`config.mk`:
```
export PLATFORM = sky130hd
export DESIGN_NAME = calculator_input
export DESIGN_NICKNAME = d
export VERILOG_FILES = /design/src/rtl/calc_pkg.sv /design/src/rtl/button_debounce.sv /design/src/rtl/calculator_input.sv
export SDC_FILE = /design/constraint.sdc
export NUM_CORES = 1
export LEC_CHECK = 0
export BUFFER_PORTS_ARGS = -buffer_cell sky130_fd_sc_hd__buf_2
export CORE_ASPECT_RATIO = 0.8
export CORE_MARGIN = 3
export CORE_UTILIZATION = 44
export DETAILED_ROUTE_END_ITERATION = 10
export GPL_TIMING_DRIVEN = 0
export PLACE_DENSITY_LB_ADDON = 0.2
export SYNTH_ARGS = -nofsm -noshare
export SYNTH_HDL_FRONTEND = slang
export SYNTH_SLANG_ARGS = --single-unit
```
`constraint.sdc`:
```
create_clock -name clk -period 8.16 [get_ports clk]
set_input_delay 0.408 -clock clk [delete_from_list [all_inputs] [get_ports clk]]
set_output_delay 0.408 -clock clk [all_outputs]
set_load 0.02 [all_outputs]
```
`src/rtl/calc_pkg.sv`:
```
// Shared types for the calculator operand-entry block.
// State and operation encodings are also the VGA-visible codes.
package calc_pkg;

  localparam int DEF_WIDTH = 16;

  typedef enum logic [1:0] {
    EDIT_A   = 2'd0,
    EDIT_B   = 2'd1,
    SEL_OP   = 2'd2,
    SHOW_ANS = 2'd3
  } state_t;

  typedef enum logic [1:0] {
    ADD = 2'd0,
    SUB = 2'd1,
    AND = 2'd2,
    OR  = 2'd3
  } op_t;

endpackage

```
`src/rtl/button_debounce.sv`:
```
// Raw button to single-cycle press pulse.
// Sync, stability counter, accepted level, rising-edge pulse.
module button_debounce #(
  parameter int DB_CNT = 1_000_000
) (
  input  logic clk,
  input  logic rst,
  input  logic raw,
  output logic pulse
);

  localparam int CW = $clog2(DB_CNT + 1);

  logic          s1;
  logic          s2;
  logic          level;
  logic          level_d;
  logic [CW-1:0] cnt;

  always_ff @(posedge clk or negedge rst) begin
    if (!rst) begin
      s1      <= 1'b0;
      s2      <= 1'b0;
      level   <= 1'b0;
      level_d <= 1'b0;
      cnt     <= '0;
      pulse   <= 1'b0;
    end else begin
      s1      <= raw;
      s2      <= s1;
      level_d <= level;
      pulse   <= level & ~level_d;
      // any sample matching the accepted level restarts the count
      if (s2 == level) begin
        cnt <= '0;
      end else if (cnt == CW'(DB_CNT - 1)) begin
        level <= s2;
        cnt   <= '0;
      end else begin
        cnt <= cnt + 1'b1;
      end
    end
  end

endmodule

```
`src/rtl/calculator_input.sv`:
```
// Calculator operand entry: debounced buttons drive a cursor
// editor for A/B, an op selector and the registered answer.
module calculator_input
  import calc_pkg::*;
#(
  parameter int WIDTH  = DEF_WIDTH,
  parameter int DB_CNT = 1_000_000
) (
  input  logic                     clk,
  input  logic                     rst,
  input  logic                     up,
  input  logic                     down,
  input  logic                     left,
  input  logic                     right,
  input  logic                     center,
  output logic [WIDTH-1:0]         a_val,
  output logic [WIDTH-1:0]         b_val,
  output logic [WIDTH-1:0]         ans_val,
  output logic                     ofl,
  output logic                     ans_valid,
  output logic [$clog2(WIDTH)-1:0] cursor_pos,
  output logic [1:0]               field_sel,
  output logic [1:0]               op
);

  localparam int CW = $clog2(WIDTH);

  logic p_up, p_down, p_left, p_right, p_center;

  button_debounce #(.DB_CNT(DB_CNT)) u_db_up (
    .clk(clk), .rst(rst), .raw(up), .pulse(p_up)
  );
  button_debounce #(.DB_CNT(DB_CNT)) u_db_down (
    .clk(clk), .rst(rst), .raw(down), .pulse(p_down)
  );
  button_debounce #(.DB_CNT(DB_CNT)) u_db_left (
    .clk(clk), .rst(rst), .raw(left), .pulse(p_left)
  );
  button_debounce #(.DB_CNT(DB_CNT)) u_db_right (
    .clk(clk), .rst(rst), .raw(right), .pulse(p_right)
  );
  button_debounce #(.DB_CNT(DB_CNT)) u_db_center (
    .clk(clk), .rst(rst), .raw(center), .pulse(p_center)
  );

  state_t           state_q, state_d;
  op_t              op_q, op_d;
  logic [WIDTH-1:0] a_q, a_d;
  logic [WIDTH-1:0] b_q, b_d;
  logic [WIDTH-1:0] ans_q, ans_d;
  logic             ofl_q, ofl_d;
  logic             valid_q;
  logic [CW-1:0]    cur_q, cur_d;
  logic [CW-1:0]    idx;
  logic [WIDTH:0]   alu;
  logic             editing;

  // cursor 0 is the leftmost digit, i.e. the MSB
  assign idx     = CW'(WIDTH - 1) - cur_q;
  assign editing = (state_q == EDIT_A) || (state_q == EDIT_B);

  always_comb begin
    alu = '0;
    unique case (op_q)
      ADD:     alu = {1'b0, a_q} + {1'b0, b_q};
      SUB:     alu = {1'b0, a_q} - {1'b0, b_q};
      AND:     alu = {1'b0, a_q & b_q};
      OR:      alu = {1'b0, a_q | b_q};
      default: alu = '0;
    endcase
  end

  always_ff @(posedge clk or negedge rst) begin
    if (!rst) begin
      state_q <= EDIT_A;
    end else begin
      state_q <= state_d;
    end
  end

  always_comb begin
    state_d = state_q;
    op_d    = op_q;
    a_d     = a_q;
    b_d     = b_q;
    ans_d   = ans_q;
    ofl_d   = ofl_q;
    cur_d   = cur_q;
    priority case (1'b1)
      p_center: begin
        cur_d = '0;
        unique case (state_q)
          EDIT_A:   state_d = EDIT_B;
          EDIT_B:   state_d = SEL_OP;
          SEL_OP: begin
            state_d = SHOW_ANS;
            ans_d   = alu[WIDTH-1:0];
            ofl_d   = alu[WIDTH];
          end
          default:  state_d = EDIT_A;
        endcase
      end
      p_up: begin
        if (state_q == EDIT_A) a_d[idx] = 1'b1;
        if (state_q == EDIT_B) b_d[idx] = 1'b1;
        if (state_q == SEL_OP) op_d = op_t'(op_q + 2'd1);
      end
      p_down: begin
        if (state_q == EDIT_A) a_d[idx] = 1'b0;
        if (state_q == EDIT_B) b_d[idx] = 1'b0;
        if (state_q == SEL_OP) op_d = op_t'(op_q - 2'd1);
      end
      p_left: begin
        if (editing) begin
          cur_d = (cur_q == '0) ? CW'(WIDTH - 1) : cur_q - 1'b1;
        end
      end
      p_right: begin
        if (editing) begin
          cur_d = (cur_q == CW'(WIDTH - 1)) ? '0 : cur_q + 1'b1;
        end
      end
      default: ;
    endcase
  end

  always_ff @(posedge clk or negedge rst) begin
    if (!rst) begin
      op_q    <= ADD;
      a_q     <= '0;
      b_q     <= '0;
      ans_q   <= '0;
      ofl_q   <= 1'b0;
      valid_q <= 1'b0;
      cur_q   <= '0;
    end else begin
      op_q    <= op_d;
      a_q     <= a_d;
      b_q     <= b_d;
      ans_q   <= ans_d;
      ofl_q   <= ofl_d;
      valid_q <= (state_d == SHOW_ANS);
      cur_q   <= cur_d;
    end
  end

  assign a_val      = a_q;
  assign b_val      = b_q;
  assign ans_val    = ans_q;
  assign ofl        = ofl_q;
  assign ans_valid  = valid_q;
  assign cursor_pos = cur_q;
  assign field_sel  = state_q;
  assign op         = op_q;

endmodule

```
# Word-level counts from Yosys, hierarchy flattened

Cells that the tools add are included.

Output and inout bits: 58
Word-level logic and storage cells: 155
Flip-flop bits (word level): 183
Input port bits: 7

Mux-type cells: 36
Bitwise gates (word level): 23
Eq/ne operators: 27
Order comparisons: 2
$add $sub $neg: 12
Reductions and logical operators: 17

Operators by type and width:

| operator                                               | number |
|---|---|
| two-way mux 20 bit                                     | 10 |
| two-way mux 16 bit                                     | 8 |
| adder 20 x 1 -> 20 bit (second input constant)         | 5 |
| equality test 20 bit (second input constant)           | 5 |
| one-hot mux 17 bit (4 select lines)                    | 1 |
| AND 16 bit                                             | 3 |
| OR 16 bit                                              | 3 |
| two-way mux 4 bit                                      | 9 |
| adder 16 x 16 -> 17 bit                                | 1 |
| subtractor 16 x 16 -> 17 bit                           | 1 |
| NOT 16 bit                                             | 1 |
| inequality test 2 bit (second input constant)          | 6 |
| AND reduction 2 bit                                    | 6 |
| AND reduction 4 bit                                    | 3 |
| NOT 1 bit                                              | 11 |
| two-way mux 2 bit                                      | 5 |
| equality test 2 bit (second input constant)            | 4 |
| inequality test 3 x 2 -> 1 bit (second input constant) | 2 |
| one-hot mux 2 bit (3 select lines)                     | 1 |
| AND 1 bit                                              | 5 |
| equality test 1 bit                                    | 5 |
| < comparator 4 x 5 -> 1 bit (second input constant)    | 1 |
| AND reduction 5 bit                                    | 1 |
| adder 4 x 1 -> 4 bit (second input constant)           | 1 |
| 16 further kinds                                       | 19 |

# Depth between registers and ports, before layout

Gate-level depths: netlist (run 1).

Word-level depth: 10
Mapped depth: 14
Mapped depth without buffers: 13

# Cells and area by module

From an unflattened synthesis (run 1), not the netlist that was laid out.

Cells, all modules: 1037
Area total of the unflattened synthesis: 10055.9 um^2

Modules (own cells, without submodules):

| module           | times used | cells each | area an instance (um^2) | sequential area each (um^2) |
|---|---|---|---|---|
| button_debounce  | 5          | 111        | 1171.1                  | 625.6 |
| calculator_input | 1          | 482        | 4200.3                  | 1451.4 |

# Worst setup path before layout (run 1)

Ideal clock, no wire load.

Path type: reg2reg
From: register (tool-made name)
To: register ans_q[15] (netlist: ans_val[15])
Cell stages (with the launch flop): 13
Buffers on the path: 0
Data arrival time: 2.860 ns
Setup slack: 5.174 ns
Library setup time: 0.127 ns
Required time: 8.033 ns
Cell sequence: dfrtp_1 -> nor3_1 -> a21oi_1 -> nor2_1 -> o21ai_0 -> xnor2_1 -> ha_1 -> a21o_1 -> o21a_1 -> a2111o_1 -> a21oi_1 -> xor2_1 -> o22ai_1

RTL lines:

| what                   | RTL line                | RTL |
|---|---|---|
| end signal: assignment | calculator_input.sv:140 | `ans_q <= ans_d;` |
| end: declaration       | calculator_input.sv:50  | `logic [WIDTH-1:0] ans_q, ans_d;` |

==> flow_summary.json, run 1 <==
{
  "outcome": "complete, no violations",
  "max_clock_freq_mhz": 294,
  "initial_utilization_pct": 45.7,
  "final_cell_mix": "183 x dfrtp_1, 158 x nor2_1, 92 x nand2_1, 76 x buf_2, 73 x xor2_1",
  "cp_cell_sequence": "nor3_1 > a21oi_1 > nor2_1 > o21ai_0 > xnor2_1 > ha_1 > a21o_1 > o21a_1 > a2111o_1 > a21oi_1 > xor2_1 > o22ai_1",
  "hp-class": "in2reg",
  "io_pins": 65,
  "num_rows": 47,
  "grt_max_degree": 120,
  "grt_pass1_wl_um": 36200,
  "power_frac_seq_pct": 50.6,
  "gp_congestion": 0.919,
  "synth_flop_cell": "dfrtp_1",
  "cts-root-buf": "clkbuf_16",
  "cts_tree": "done",
  "path_clk_slew_ns": 0.07,
  "dr_wl_met3_um": 1200,
  "post_cts_buffers": 0,
  "synth.ff_latch_count": 183,
  "setup_viol": 0,
  "ys_warn_count": 0,
  "period_needed_ns": 3.41,
  "routed_wl_um": 21600,
  "dp_hpwl_um": 15200,
  "relSlewSlack_pct": 56.5,
  "dr_wl_met2_um": 9200,
  "ys_seq_area_share_pct": 47.4,
  "ant_nets": 0,
  "async_reset_ff_share_pct": 100,
  "grt.total_usage_pct": 18.8,
  "path_class": "reg2reg",
  "critPathMaxFanout": 6,
  "ir_worst_vdd_uv": 101,
  "cp.arrival_ns": 3.73,
  "die_w_um": 172,
  "numCtsBuffers": 17,
  "diodes": 0,
  "drive_gt1_share_pct": 12.8,
  "core_area_mm2": 0.0211,
  "vias": 7334,
  "die_h_um": 138,
  "final_common_cell": "dfrtp_1",
  "syn_area_mm2": 0.00966,
  "power.density_mw_per_mm2": 166,
  "cpPeakStageDelay_ns": 0.48,
  "synthDistinctLibCells": 59,
  "p_clk_share_pct": 47.0,
  "viasPerCell": 5.32,
  "avgSynthCellArea_um2": 9.54,
  "synthCells": 1012,
  "fin_skew_ns": 0.00941,
  "dpl-instance-area_mm2": 0.0103,
  "routedWlPerCell_um": 15.7,
  "cp.required_ns": 8.48,
  "crit_path_start_kind": "flip-flop",
  "synth_fp_nets": 1055,
  "rsz0062_at_grt": "no",
  "finalMaxSlewViolations": 0,
  "grt_pass1_vias": 6845,
  "fin_area_mm2": 0.0110,
  "endpoint_kind": "flip-flop",
  "p_sw_share_pct": 23.6,
  "drc": 0,
  "yosys.area.top_type_share_pct": 47.4,
  "cts_sinks": 183,
  "globalRoute.totalOverflow": 0,
  "dieArea_mm2": 0.0238,
  "ctsHtreeMaxLevel": 4,
  "clk_latency_ns": 0.44,
  "portBuffers": 64,
  "firstDrtPassIters": 5,
  "num-nets-final": 1140,
  "synth_edf_count": 0,
  "worstPathBufferInverterCount": 0,
  "crit_family": "compound AO/OA/AOI/OAI gates",
  "antenna_found_initial": 0,
  "final-hold-violation-count": 0,
  "worstMarginPinSlew_ns": 0.650,
  "p_switching_w": 0.000430,
  "period_share_pct": 41.7,
  "slowest_stage": "dfrtp_1",
  "tns_ns": 0,
  "comb_power_share_pct": 2.4,
  "p_leak_nw": 5.13,
  "routed.top_layer": "met4",
  "drtIter0Drc": 550,
  "max_cap_violations": 0,
  "yosysTopAreaCell": "dfrtp_1",
  "clock_path_buffers": 2,
  "internal_power_w": 0.00139,
  "cpMostUsedCell": "a21oi_1",
  "area_growth_pct": 13.7,
  "synthTopCellsByArea": "dfrtp_1 47%, xor2_1 6.6%, nor2_1 6.1%, ha_1 4.5%, xnor2_1 4.5%",
  "wl_met1_um": 11000
}
worst reg2reg max path, delay by kind of cell (launching register included):
family,cells,cell delay [ns]
AO/OA/AOI/OAI,7,1.41
AND/OR/NAND/NOR,2,0.72
flip-flops,1,0.48
adder cells (fa/ha/maj),1,0.37
XOR/XNOR,2,0.32
final cells by class:
| type | count | area [µm²] |
|---|---|---|
| Inverter | 31 | 116 |
| Buffer | 40 | 195 |
| Clock inverter | 15 | 189 |
| Tap cell | 269 | 337 |
| Multi-Input combinational cell | 758 | 4760 |
| Timing Repair Buffer | 66 | 368 |
| Clock buffer | 17 | 425 |
| Fill cell | 1961 | 10100 |
| Sequential cell | 183 | 4580 |
kinds of logic (layout without fill, tap and decap cells):
group	after synthesis	in the layout	share of synthesized area, %
simple gates	428	428	21.0
xor+xnor	123	123	11.2
fa+ha+maj	36	36	4.74
mux	23	23	2.60
flops	183	183	47.4
compound gates	148	148	9.84
buf+inv	71	169	3.23
per-stage QoR:
step                util, %  std cells  total power (W)  worst slack, ns  hold WS (ns)
finish                 52.0       1379          0.00182             4.75        0.0677
global route           52.0       1379          0.00190             4.41        0.0413
CTS                    52.0       1379          0.00185             4.75        0.0507
detailed placement     49.0       1346         0.000986             4.77         0.335
global placement       48.8       1345         0.000983             3.62         0.336
floorplan                 -       1012         0.000957             5.17         0.112
routing by layer:
layer / global-route usage, % / vias up
li1: - / 3665
met2: 26.5 / 149
met1: 29.0 / 3502
met3: 4.45 / 18
met5: 0 / -
met4: 4.95 / 0
power by group through the flow:
stage	clock network (W)	logic, W	registers [W]
6_report	0.000857	0.0000436	0.000922
5_1_grt	0.000927	0.0000518	0.000924
4_1_cts	0.000881	0.0000464	0.000922
3_5_place_dp	0	0.0000456	0.000940
3_3_place_gp	0	0.0000433	0.000940
2_1_floorplan	0	0.0000188	0.000939
synth_stat cells, types with 4 or more instances:
library cell	number
a211oi_1	6
a21o_1	14
a21oi_1	37
a221oi_1	9
a222oi_1	4
a31oi_1	8
and2_1	6
and3_1	24
and4_1	9
buf_2	13
clkbuf_1	18
dfrtp_1	183
ha_1	35
inv_1	31
mux2_2	17
mux2i_1	6
nand2_1	92
nand3_1	66
nand4_1	17
nor2_1	158
nor2b_1	10
nor3_1	8
nor4_1	11
nor4b_1	6
o21ai_0	39
o21ai_1	5
o22ai_1	8
xnor2_1	50
xor2_1	73
worst paths after layout:
kind,from,endpoint,slack (ns),depth (start not counted)
worst min register to register,u_db_up.s1,u_db_up.s2,0.35,0
min in group asynchronous,rst,u_db_center.cnt[6],0.52,2
worst max-delay path,flip-flop,ans_val[15],4.75,12
worst min-delay path,down,u_db_down.s1,0.07,1
max in group asynchronous,rst,asynchronous set/reset pin,6.69,3
worst max register to register,flip-flop,ans_val[15],4.75,12
timing repair:
| item | 4_1_cts | 5_1_grt |
|---|---|---|
| hold buffers | 1 | 0 |
| setup endpoints to repair | 0 | 0 |
| endpoints found under the hold margin | 64 | 0 |
| resized for setup | 0 | 0 |
No activity file was read; power rests on OpenSTA's default activity.
==> inputs of run 2 (changes only) <==
ABC_AREA = 1   (was default)
clock period = 3.3 ns   (was 8.16 ns; I/O delays follow)
==> run 2 against run 1 <==
First-iteration DRC count is 12% higher. Worst hold slack better by 0.27 ns. Sequential share of layout area is 3.0 points lower. Highest routed layer unchanged. Clock-buffer cell count is 4 higher. Routed wire length is 15% higher. Clock power is 140% higher. Setup slack worse by 4.5 ns. Largest cell class unchanged. Synthesized cell count is 30% higher. Cell count is 25% higher.
==> flow_summary.json, run 2 <==
{
  "antenna_found_initial": 0,
  "ys_seq_area_share_pct": 43.8,
  "tns_ns": 0,
  "nFillCells": 2236,
  "portBuffers": 64,
  "rsz0062_at_grt": "no",
  "synthTopCellsByArea": "dfrtp_1 44%, nor2_1 8.3%, nand2_1 8.0%, inv_1 6.1%, xor2_1 4.8%",
  "hp-class": "in2async",
  "period_needed_ns": 3.05,
  "gp_congestion": 0.913,
  "synthDistinctLibCells": 48,
  "cpPeakStageDelay_ns": 0.43,
  "yosys.area.top_type_share_pct": 43.8,
  "grt_pass1_vias": 8202,
  "dp_hpwl_um": 18500,
  "cpMostUsedCell": "nor2_1",
  "async_reset_ff_share_pct": 100,
  "initial_utilization_pct": 45.6,
  "fin_skew_ns": 0.0148,
  "num-nets-final": 1449,
  "ctsHtreeMaxLevel": 4,
  "io_pins": 65,
  "drc": 0,
  "post_cts_buffers": 0,
  "synth_flop_cell": "dfrtp_1",
  "grt_pass1_wl_um": 41700,
  "drtIter0Drc": 615,
  "max_cap_violations": 0,
  "critPathMaxFanout": 10,
  "dieArea_mm2": 0.0256,
  "multi_input_area_mm2": 0.00510,
  "drive_gt1_share_pct": 11.4,
  "numCtsBuffers": 17,
  "synth.ff_latch_count": 183,
  "outcome": "complete, no violations",
  "power.density_mw_per_mm2": 374,
  "cts-root-buf": "clkbuf_16",
  "finalMaxSlewViolations": 0,
  "die_h_um": 144,
  "diodes": 0,
  "num_rows": 49,
  "slowest_stage": "dfrtp_1",
  "crit_path_start_kind": "flip-flop",
  "firstDrtPassIters": 5,
  "final-hold-violation-count": 0,
  "die_w_um": 178,
  "register_area_mm2": 0.00458,
  "grt_max_degree": 94,
  "worstPathBufferInverterCount": 3,
  "power_w": 0.00442,
  "clk_latency_ns": 0.43,
  "period_share_pct": 92.3,
  "avgSynthCellArea_um2": 7.94,
  "yosysTopAreaCell": "dfrtp_1",
  "synthCells": 1316,
  "core_area_mm2": 0.0229,
  "setup_viol": 0,
  "final_common_cell": "nor2_1",
  "p_leak_nw": 5.76,
  "cp_cell_sequence": "inv_1 > ha_1 > clkbuf_4 > inv_2 > nand2_1 > o21ai_1 > nor2_2 > o21ai_1 > nor2_1 > xor2_1 > ha_1 > nand2_1 > nor2_1 > nor2_1 > nor2_1 > nor2_1 > nand3b_1 > nand3_1 > nand2_1",
  "ant_nets": 0,
  "globalRoute.totalOverflow": 0,
  "area_growth_pct": 13.2,
  "max_clock_freq_mhz": 328,
  "cp.required_ns": 3.62,
  "routedWlPerCell_um": 14.4,
  "viasPerCell": 5.06,
  "crit_family": "simple AND/OR/NAND/NOR gates",
  "synth_edf_count": 0,
  "path_clk_slew_ns": 0.07,
  "grt.total_usage_pct": 20.3,
  "path_depth": 19,
  "path_class": "reg2reg",
  "ir_worst_vdd_uv": 311,
  "fin_util_pct": 51.6,
  "clock_path_buffers": 2,
  "ff2ff_path_depth": 19,
  "vias": 8729,
  "ys_warn_count": 0,
  "synth_common_cells": "230 x nor2_1, 222 x nand2_1, 183 x dfrtp_1, 171 x inv_1, 72 x nand3_1",
  "routed_wl_um": 24900,
  "syn_area_mm2": 0.0104,
  "cts_sinks": 183,
  "endpoint_kind": "flip-flop",
  "yosysMostFrequentCell": "nor2_1",
  "final_cell_mix": "230 x nor2_1, 222 x nand2_1, 183 x dfrtp_1, 171 x inv_1, 73 x buf_2",
  "cts_tree": "done",
  "synth_fp_nets": 1359,
  "cp.arrival_ns": 3.36,
  "worstMarginPinSlew_ns": 0.728,
  "relSlewSlack_pct": 51.5
}
[run 2: changes by cell type after synthesis, moves of 11 or more]
cell	change
a21o_1	-14
nor2_2	+11
nand2_1	+130
xnor2_1	-30
nor3_1	+27
and3_1	-23
nor2_1	+72
inv_1	+140
mux2_2	-17
o21ai_0	-24
xor2_1	-16
a31oi_1	+34
a21oi_1	+34
[run 2: worst reg2reg max path, stage by stage (launching register included)]
cell and delay (ns):
dfrtp_1 0.43, inv_1 0.08, ha_1 0.15, clkbuf_4 0.20, inv_2 0.11, nand2_1 0.11, o21ai_1 0.11, nor2_2 0.13
o21ai_1 0.12, nor2_1 0.16, xor2_1 0.19, ha_1 0.31, nand2_1 0.15, nor2_1 0.07, nor2_1 0.18, nor2_1 0.06
nor2_1 0.13, nand3b_1 0.09, nand3_1 0.11, nand2_1 0.05
[run 2: what timing repair did]
action | in CTS | in global routing
hold buffers | 6 | 0
resized for setup | 0 | 1
setup endpoints to repair | 0 | 1
endpoints found under the hold margin | 97 | 0
[run 2: cell type report]
class                           instances  area share, %
Sequential cell                       183           38.7
Clock inverter                         10          0.973
Tap cell                              306           3.24
Buffer                                 20          0.804
Multi-Input combinational cell        933           43.1
Inverter                              180           5.71
Timing Repair Buffer                   71           3.53
Clock buffer                           21           3.89
[run 2: final timing paths]
kind	startpoint	to	slack (ns)
max	op[1]	ofl	0.25
min	rst	ans_val[4]	0.34
max reg2reg	op[1]	ofl	0.25
min reg2reg	u_db_left.s1	u_db_left.s2	0.35
max in group asynchronous	rst	u_db_up.cnt[2]	2.05
min in group clk	u_db_left.s1	u_db_left.s2	0.35
[run 2: kinds of logic (layout without fill, tap and decap cells)]
group,count (synthesis),after routing,share of synthesized area [%]
buffers and inverters,200,302,7.35
adders and majority gates,36,36,4.38
DFF,183,183,43.8
xor gates and xnor gates,77,77,6.46
AOI/OAI and AO/OA,159,159,8.92
and+or+nand+nor,661,661,29.1
[run 2: power breakdown]
part           leakage [nW]  internal, W  switching [W]
Sequential             2.52      0.00226      0.0000158
Clock                 0.283      0.00110       0.000924
Combinational          2.96    0.0000324      0.0000846
Total                  5.76      0.00339        0.00102
[run 2: metrics by stage]
| stage | cell area [µm²] | hold slack [ns] | setup slack [ns] | cells |
|---|---|---|---|---|
| finish | 11800 | 0.343 | 0.253 | 1724 |
| global route | 11800 | 0.354 | 0.00851 | 1724 |
| CTS | 11800 | 0.350 | 0.206 | 1724 |
| detailed placement | 11200 | 0.242 | 0.232 | 1687 |
| global placement | 11200 | 0.274 | -1.03 | 1686 |
| floorplan | 10400 | -0.131 | 0.607 | 1316 |
[run 2: per-layer routing]
| metal | GRT usage [%] | part of all wire, % | vias to the layer above |
|---|---|---|---|
| met5 | 0 | 0 | - |
| met4 | 4.67 | 1.3 | 0 |
| met3 | 4.57 | 5.0 | 27 |
| met2 | 30.4 | 42 | 162 |
| met1 | 30.0 | 51 | 4058 |
| li1 | - | - | 4482 |
==> inputs of run 3 (changes only) <==
CORE_UTILIZATION = 40   (was 44)
==> run 3 against run 2 <==
Register-to-register slack better by 0.04 ns. Setup slack better by 0.044 ns. First-iteration DRC count rose by 3.4%. Combinational power hardly changed. Final area rose by 0.59%. Sequential share of layout area down 0.22 points. Routed wire length grew 2.5%. Clock-buffer cell count stayed put. Largest cell class unchanged. Largest power group unchanged.
==> flow_summary.json, run 3 (synthesis results as in run 2) <==
{
  "outcome": "complete, no violations",
  "die_h_um": 151,
  "critPathMaxFanout": 10,
  "globalRoute.totalOverflow": 0,
  "drc": 0,
  "cp.arrival_ns": 3.33,
  "setup_viol": 0,
  "io_pins": 65,
  "core_area_mm2": 0.0255,
  "clk_latency_ns": 0.44,
  "crit_path_start_kind": "flip-flop",
  "drtIter0Drc": 636,
  "initial_utilization_pct": 41.0,
  "p_clk_share_pct": 45.7,
  "fin_area_mm2": 0.0119,
  "grt_pass1_wl_um": 43200,
  "rsz0062_at_grt": "no",
  "relSlewSlack_pct": 54.7,
  "firstDrtPassIters": 5,
  "grt_max_degree": 98,
  "clock_path_buffers": 2,
  "power_frac_seq_pct": 51.6,
  "grt.total_usage_pct": 19.0,
  "cts_tree": "done",
  "diodes": 0,
  "final-hold-violation-count": 0,
  "routed_wl_um": 25500,
  "routedWlPerCell_um": 14.4,
  "grt_pass1_vias": 8494,
  "final_common_cell": "nor2_1",
  "whs_ns": 0.300,
  "dieArea_mm2": 0.0281,
  "dpl-instance-area_mm2": 0.0112,
  "die_w_um": 187,
  "dp_hpwl_um": 18800,
  "viasPerCell": 4.96,
  "p_switching_w": 0.00104,
  "dp.cells": 1732,
  "fin_skew_ns": 0.0137,
  "num_rows": 52,
  "area_growth_pct": 13.9,
  "cts-root-buf": "clkbuf_16",
  "vias": 8789,
  "max_cap_violations": 0,
  "drive_gt1_share_pct": 11.9,
  "ir_worst_vdd_uv": 364,
  "ctsHtreeMaxLevel": 4,
  "p_sw_share_pct": 23.6,
  "ant_nets": 0,
  "numCtsBuffers": 17,
  "internal_power_w": 0.00337,
  "worstMarginPinSlew_ns": 0.680,
  "num-nets-final": 1450,
  "path_class": "reg2reg",
  "portBuffers": 64,
  "finalMaxSlewViolations": 0,
  "path_clk_slew_ns": 0.08,
  "hp-class": "in2async",
  "p_leak_nw": 5.75,
  "max_clock_freq_mhz": 333,
  "endpoint_kind": "flip-flop",
  "cts_sinks": 183,
  "antenna_found_initial": 0,
  "period_needed_ns": 3.00,
  "power.density_mw_per_mm2": 371,
  "tns_ns": 0,
  "layoutNonFillerInstCount": 1771,
  "cp.required_ns": 3.62,
  "gp_congestion": 0.882,
  "period_share_pct": 91.0,
  "final_cell_mix": "229 x nor2_1, 220 x nand2_1, 182 x dfrtp_1, 171 x inv_1, 73 x buf_2",
  "comb_power_share_pct": 2.7
}
run 3: timing repair:
item	in CTS	in global routing
gates resized for setup	0	9
buffers inserted	0	1
hold endpoints to repair	91	0
hold buffers	6	0
setup endpoints to repair	0	5
run 3: power by group through the flow:
stage                     sequential (W)  combinational (W)  clock (W)
after global placement           0.00232           0.000111          0
after global routing             0.00228           0.000141    0.00217
after floorplan                  0.00232          0.0000478          0
final                            0.00228           0.000118    0.00202
after detailed placement         0.00232           0.000117          0
after CTS                        0.00228           0.000124    0.00206
run 3: cell type report:
cell class                 instances  area [µm²]
buffer                            20        95.1
clock buffer                      21         450
clock inverter                    11         113
fill                            2549       13600
inverter                         180         676
multi-input combinational        933        5120
sequential                       183        4580
tap                              351         439
timing repair buffer              72         425
run 3: final timing paths:
path                                      from                to  slack (ns)  cells after the start
worst max-delay path                     op[1]               ofl        0.30                     19
worst min-delay path                       rst        ans_val[3]        0.30                      2
worst max register to register           op[1]               ofl        0.30                     19
worst min register to register  u_db_center.s1    u_db_center.s2        0.35                      0
max in group asynchronous                  rst  u_db_left.cnt[3]        2.05                      3
min in group clk                u_db_center.s1    u_db_center.s2        0.35                      0
run 3: layer usage:
layer  vias to the layer above  share of wire, %  track usage [%]
met3                        14               5.6             4.96
met1                      4127                50             26.9
met2                       167                44             29.6
li1                       4481                 -                -
met5                         -                 0                0
met4                         0              0.77             3.55
run 3: worst max-delay path, cell delays in order, from the launching register on:
cell      delay (ns)
dfrtp_2         0.44
inv_1           0.06
ha_1            0.14
buf_4           0.18
inv_2           0.11
nand2_1         0.14
o21ai_2         0.10
nor2_2          0.12
o21ai_1         0.11
nor2_1          0.16
xor2_1          0.20
ha_2            0.33
nand2_1         0.07
nand2_1         0.07
nor2_2          0.16
nor2_1          0.05
nor2_1          0.16
nand3b_1        0.10
nand3_1         0.12
nand2_1         0.05
run 3: stage by stage:
stage,util (%),setup slack [ns],total power (W)
finish,46.6,0.297,0.00441
global route,46.6,0.00858,0.00459
CTS,46.5,0.178,0.00447
detailed placement,44.1,0.215,0.00244
global placement,43.9,-1.07,0.00243
floorplan,-,0.607,0.00237
